<file path="src/rtl/sys_console.sv">
// sys_console: turns print/halt syscalls into an ASCII byte stream on a valid/ready interface.
// Integers are converted LSB-first onto a digit stack, then emitted MSB-first.
module sys_console #(
  parameter int SIGNED = 1
) (
  input  logic        i_clk,
  input  logic        i_rst,
  input  logic        i_sys,
  input  logic [31:0] i_num,
  input  logic [31:0] i_op1,
  output logic        o_busy,
  output logic        o_valid,
  output logic [7:0]  o_data,
  input  logic        i_ready,
  output logic        o_halt
);
  typedef enum logic [2:0] {IDLE, CONV, SIGN, EMIT, CHAR, HALT} state_t;
  state_t      state_q, state_d;
  logic [31:0] m_q, m_d, quo;
  logic [3:0]  rem;
  logic        neg_q, neg_d, neg_in, xfer;
  logic [39:0] stk_q, stk_d;
  logic [3:0]  cnt_q, cnt_d;
  logic [7:0]  chr_q, chr_d, data_q, data_d;
  logic        valid_q, valid_d, busy_q, busy_d, halt_q, halt_d;

  assign quo    = m_q / 32'd10;
  assign rem    = 4'(m_q % 32'd10);
  assign neg_in = (SIGNED != 0) && i_op1[31];
  assign xfer   = valid_q && i_ready;

  // Stack is a nibble shift register: push shifts left, so [3:0] is always the top (MSB digit).
  always_comb begin
    state_d = state_q;
    m_d     = m_q;
    neg_d   = neg_q;
    stk_d   = stk_q;
    cnt_d   = cnt_q;
    chr_d   = chr_q;
    unique case (state_q)
      IDLE: if (i_sys) begin
        if (i_num == 32'd2) begin
          m_d     = neg_in ? -i_op1 : i_op1;
          neg_d   = neg_in;
          cnt_d   = 4'd0;
          state_d = CONV;
        end else if (i_num == 32'd3) begin
          chr_d   = i_op1[7:0];
          state_d = CHAR;
        end else if (i_num == 32'd0) begin
          state_d = HALT;
        end
      end
      CONV: begin
        stk_d   = {stk_q[35:0], rem};
        cnt_d   = cnt_q + 4'd1;
        m_d     = quo;
        state_d = (quo != 32'd0) ? CONV : neg_q ? SIGN : EMIT;
      end
      SIGN: state_d = xfer ? EMIT : SIGN;
      EMIT: if (xfer) begin
        stk_d   = {4'h0, stk_q[39:4]};
        cnt_d   = cnt_q - 4'd1;
        state_d = (cnt_q == 4'd1) ? IDLE : EMIT;
      end
      CHAR: state_d = xfer ? IDLE : CHAR;
      default: state_d = state_q;
    endcase
    busy_d  = state_d != IDLE;
    halt_d  = state_d == HALT;
    valid_d = (state_d == SIGN) || (state_d == EMIT) || (state_d == CHAR);
    data_d  = (state_d == SIGN) ? 8'h2D :
              (state_d == EMIT) ? 8'h30 + {4'h0, stk_d[3:0]} :
              (state_d == CHAR) ? chr_d : 8'h00;
  end

  always_ff @(posedge i_clk or posedge i_rst) begin
    if (i_rst) begin
      state_q <= IDLE;
      m_q     <= '0;
      neg_q   <= 1'b0;
      stk_q   <= '0;
      cnt_q   <= '0;
      chr_q   <= '0;
      data_q  <= '0;
      valid_q <= 1'b0;
      busy_q  <= 1'b0;
      halt_q  <= 1'b0;
    end else begin
      state_q <= state_d;
      m_q     <= m_d;
      neg_q   <= neg_d;
      stk_q   <= stk_d;
      cnt_q   <= cnt_d;
      chr_q   <= chr_d;
      data_q  <= data_d;
      valid_q <= valid_d;
      busy_q  <= busy_d;
      halt_q  <= halt_d;
    end
  end

  assign o_busy  = busy_q;
  assign o_valid = valid_q;
  assign o_data  = data_q;
  assign o_halt  = halt_q;
endmodule

</file>
<file path="config.mk">
export PLATFORM = sky130hd
export DESIGN_NAME = sys_console
export DESIGN_NICKNAME = d
export VERILOG_FILES = /design/src/rtl/sys_console.sv
export SDC_FILE = /design/constraint.sdc
export NUM_CORES = 1
export LEC_CHECK = 0
export ABC_AREA = 0
export ABC_CLOCK_PERIOD_IN_PS = 11670
export BUFFER_PORTS_ARGS = -buffer_cell sky130_fd_sc_hd__buf_4
export CAP_MARGIN = 20
export CORE_ASPECT_RATIO = 1.25
export CORE_MARGIN = 8
export CORE_UTILIZATION = 50
export CTS_CLUSTER_SIZE = 25
export DETAILED_ROUTE_END_ITERATION = 16
export PLACE_DENSITY = 0.71
export SYNTH_ARGS = -nofsm -noshare
export SYNTH_HDL_FRONTEND = slang
export SYNTH_SLANG_ARGS = --single-unit
</file>
<file path="constraint.sdc">
create_clock -name i_clk -period 11.67 [get_ports i_clk]
set_clock_uncertainty 0.15 [all_clocks]
set_input_delay 0 -clock i_clk [delete_from_list [all_inputs] [get_ports i_clk]]
set_output_delay 0 -clock i_clk [all_outputs]
set_load 0.01 [all_outputs]
</file>
==> flow_summary.yaml <==
sta:
  fin_crit_ns: 11.40
  tightest_slew_ns: 0.898
  fmax_mhz: 87.7
  timing.final.crit_share: 0.977
  hold_violations: 0
  finalSetupViolCount: 0
  drv_slew: 0
  relSlewSlack: 0.401
global_routing:
  grt_pass1_wl_um: 57400
  grt_pass1_vias: 11600
  grt_max_degree: 68
  grt_usage: 0.254
  antenna_found_initial: 0
  grt_overflow_total: 0
floorplanning:
  ioPinCount: 79
  die_h_um: 180
  die_w_um: 147
  initial_core_util: 0.504
  coreArea_um2: 21300
  row_count: 60
  fp.dieArea_um2: 26500
pwr:
  finalPower_mw: 0.822
  powerDensity_nw_per_um2: 59.8
  p_leak_nw: 5.41
  ir_drop_mv: 0.0673
synthesis:
  synth.net_count: 1432
  syn_area_um2: 10700
  synthArstFlopShare: 1.00
  ys_seq_area_frac: 0.231
  synth-seq-cells: 99
  syn_inst: 1359
  yosys_warnings: 0
  synth_edf_count: 0
  ys.flop_type: "dfrtp_1"
  syn-mean-instance-area_um2: 7.90
  synth_cell_types: 121
worst_setup_path:
  startpoint_type: "flip-flop"
  r2r_cells: 42
  rr_startpoint: "m_q[31]"
  cpPeakStageDelay_ns: 0.53
  critPathCaptureType: "flip-flop"
  cpMaxStageDelayCell: "or4b_4"
  crit_path_max_fanout: 8
  cpMostUsedCell: "buf_4"
  path_class: "reg2reg"
  cp_data_required_time_ns: 11.76
  regToRegEndpoint: "o_busy"
  cp_data_arrival_time_ns: 11.49
  reg2reg_slack_ns: 0.27
cells_and_area:
  layout-drive-gt1-share: 0.273
  diodes: 0
  layout_commonest_cell: "buf_4"
  area_growth_pct: 27.8
  mostFrequentLayoutCells: "buf_4 (224), nand2_1 (111), dfrtp_1 (95), nor2_1 (87), a21oi_1 (85)"
  final_area_um2: 13700
  nets: 1609
cts:
  clkLatencyLatePin_ns: 0.36
  cts-buffers-inserted: 9
  cts_tree: "built"
  path_clk_slew_ns: 0.08
  cts_root_buf: "clkbuf_16"
  cts_buffer_depth: 2
  cts_sinks: 99
  htreeDepth: 3
hold_path:
  hp-class: "in2reg"
  hp-start: "i_op1[31]"
  hold_path_depth: 2
  hold_path_end: "neg_q"
detailed_routing:
  wl_per_cell_um: 20.2
  drt_wl_total_um: 36700
  first_iter_violations: 986
  first_pass_iters: 7
  antenna_left: 0
  vias_per_cell: 6.83
  vias: 12400
  drc: 0
place:
  routabilityCongestion: 0.957
  dp.final_hpwl_um: 25800
  portBuffers: 78
  post_dp_cell_area_um2: 12200
run_status:
  run_status: "completed"
flow_run:
  maxCapViolCount: 0
cell type report:
cell class                      instances  area [um^2]
Clock buffer                            9          225
Clock inverter                          7         86.3
Fill cell                            1814         7590
Inverter                               44          168
Multi-Input combinational cell       1110         8270
Sequential cell                        99         2480
Tap cell                              279          349
Timing Repair Buffer                  272         2150
sequential cells by signal (all words and copies together), names as in the netlist:
register and cells:
neg_q 1, m_q 32, o_busy 1, stk_q 40, cnt_q 4, state_q 3, chr_q 8, o_valid 1
o_data 8, o_halt 1
per-stage QoR:
step / std cells / worst slack [ns] / hold slack (ns) / utilization / TNS (ns)
after CTS: 1792 / 0.00692 / 0.0390 / 0.608 / 0
final: 1820 / 0.267 / 0.0634 / 0.644 / 0
after global placement: 1732 / -0.0819 / -0.105 / 0.571 / -0.112
after global routing: 1820 / -0.164 / 0.0824 / 0.644 / -1.08
after floorplan: 1359 / 0.440 / -0.0168 / - / 0
after detailed placement: 1732 / -0.112 / -0.101 / 0.571 / -0.257
metal layers:
layer / global-route usage / vias to the layer above / share of wire
li1: - / 5735 / -
met1: 0.303 / 5915 / 0.39
met2: 0.440 / 606 / 0.50
met3: 0.0344 / 166 / 0.066
met4: 0.124 / 0 / 0.049
met5: 0 / - / 0
cell usage after synthesis, types with 17 or more instances:
cell | instances | area, um^2
nor3_1 | 32 | 160
o221ai_1 | 31 | 272
nor2_1 | 92 | 345
o21ai_0 | 53 | 265
nor4_1 | 27 | 169
o211ai_1 | 26 | 195
inv_1 | 35 | 131
xnor2_1 | 19 | 166
a211oi_1 | 17 | 128
o31ai_1 | 19 | 143
and3_1 | 17 | 106
clkbuf_1 | 80 | 300
o21ai_1 | 23 | 115
nand3_1 | 39 | 195
nand2_1 | 114 | 428
mux2i_1 | 21 | 210
o22ai_1 | 79 | 494
dfrtp_1 | 99 | 2480
xor2_1 | 32 | 280
a21oi_1 | 90 | 450
critical path, delay by kind of cell, from the launching register on:
family	cells	cell delay, ns
flip-flops	1	0.46
buffers and inverters	7	1.10
multiplexers	3	0.84
AO/OA/AOI/OAI	24	6.18
AND/OR/NAND/NOR	8	2.53
how the worst max path moves through the flow:
stage	startpoint	end	slack [ns]
after floorplan	m_q[30]	o_busy	0.44
after global placement	m_q[30]	o_busy	-0.08
after detailed placement	m_q[30]	o_busy	-0.11
after CTS	m_q[30]	o_busy	0.007
after global routing	m_q[28]	stk_q[3]	-0.16
final	m_q[31]	o_busy	0.27
power by group:
| group | leakage (nW) | total [mW] | switching (mW) | internal, mW |
|---|---|---|---|---|
| registers | 1.08 | 0.343 | 0.000385 | 0.343 |
| logic | 4.18 | 0.165 | 0.0831 | 0.0819 |
| clock network | 0.151 | 0.314 | 0.159 | 0.155 |
logic make-up after synthesis:
logic type	synth area share
AOI/OAI and AO/OA	0.407
and+or+nand+nor	0.220
buffers and inverters	0.0568
DFF	0.231
xor gates and xnor gates	0.0416
muxes	0.0376
adders and majority gates	0.00676
timing repair:
item	CTS	global route
pin swaps	2	35
gates resized for setup	8	115
gates cloned	0	1
buffers inserted	2	27
hold buffers	42	0
hold endpoints to repair	80	0
endpoints found under the setup margin	8	16
Power figures use the tool's default switching activity.
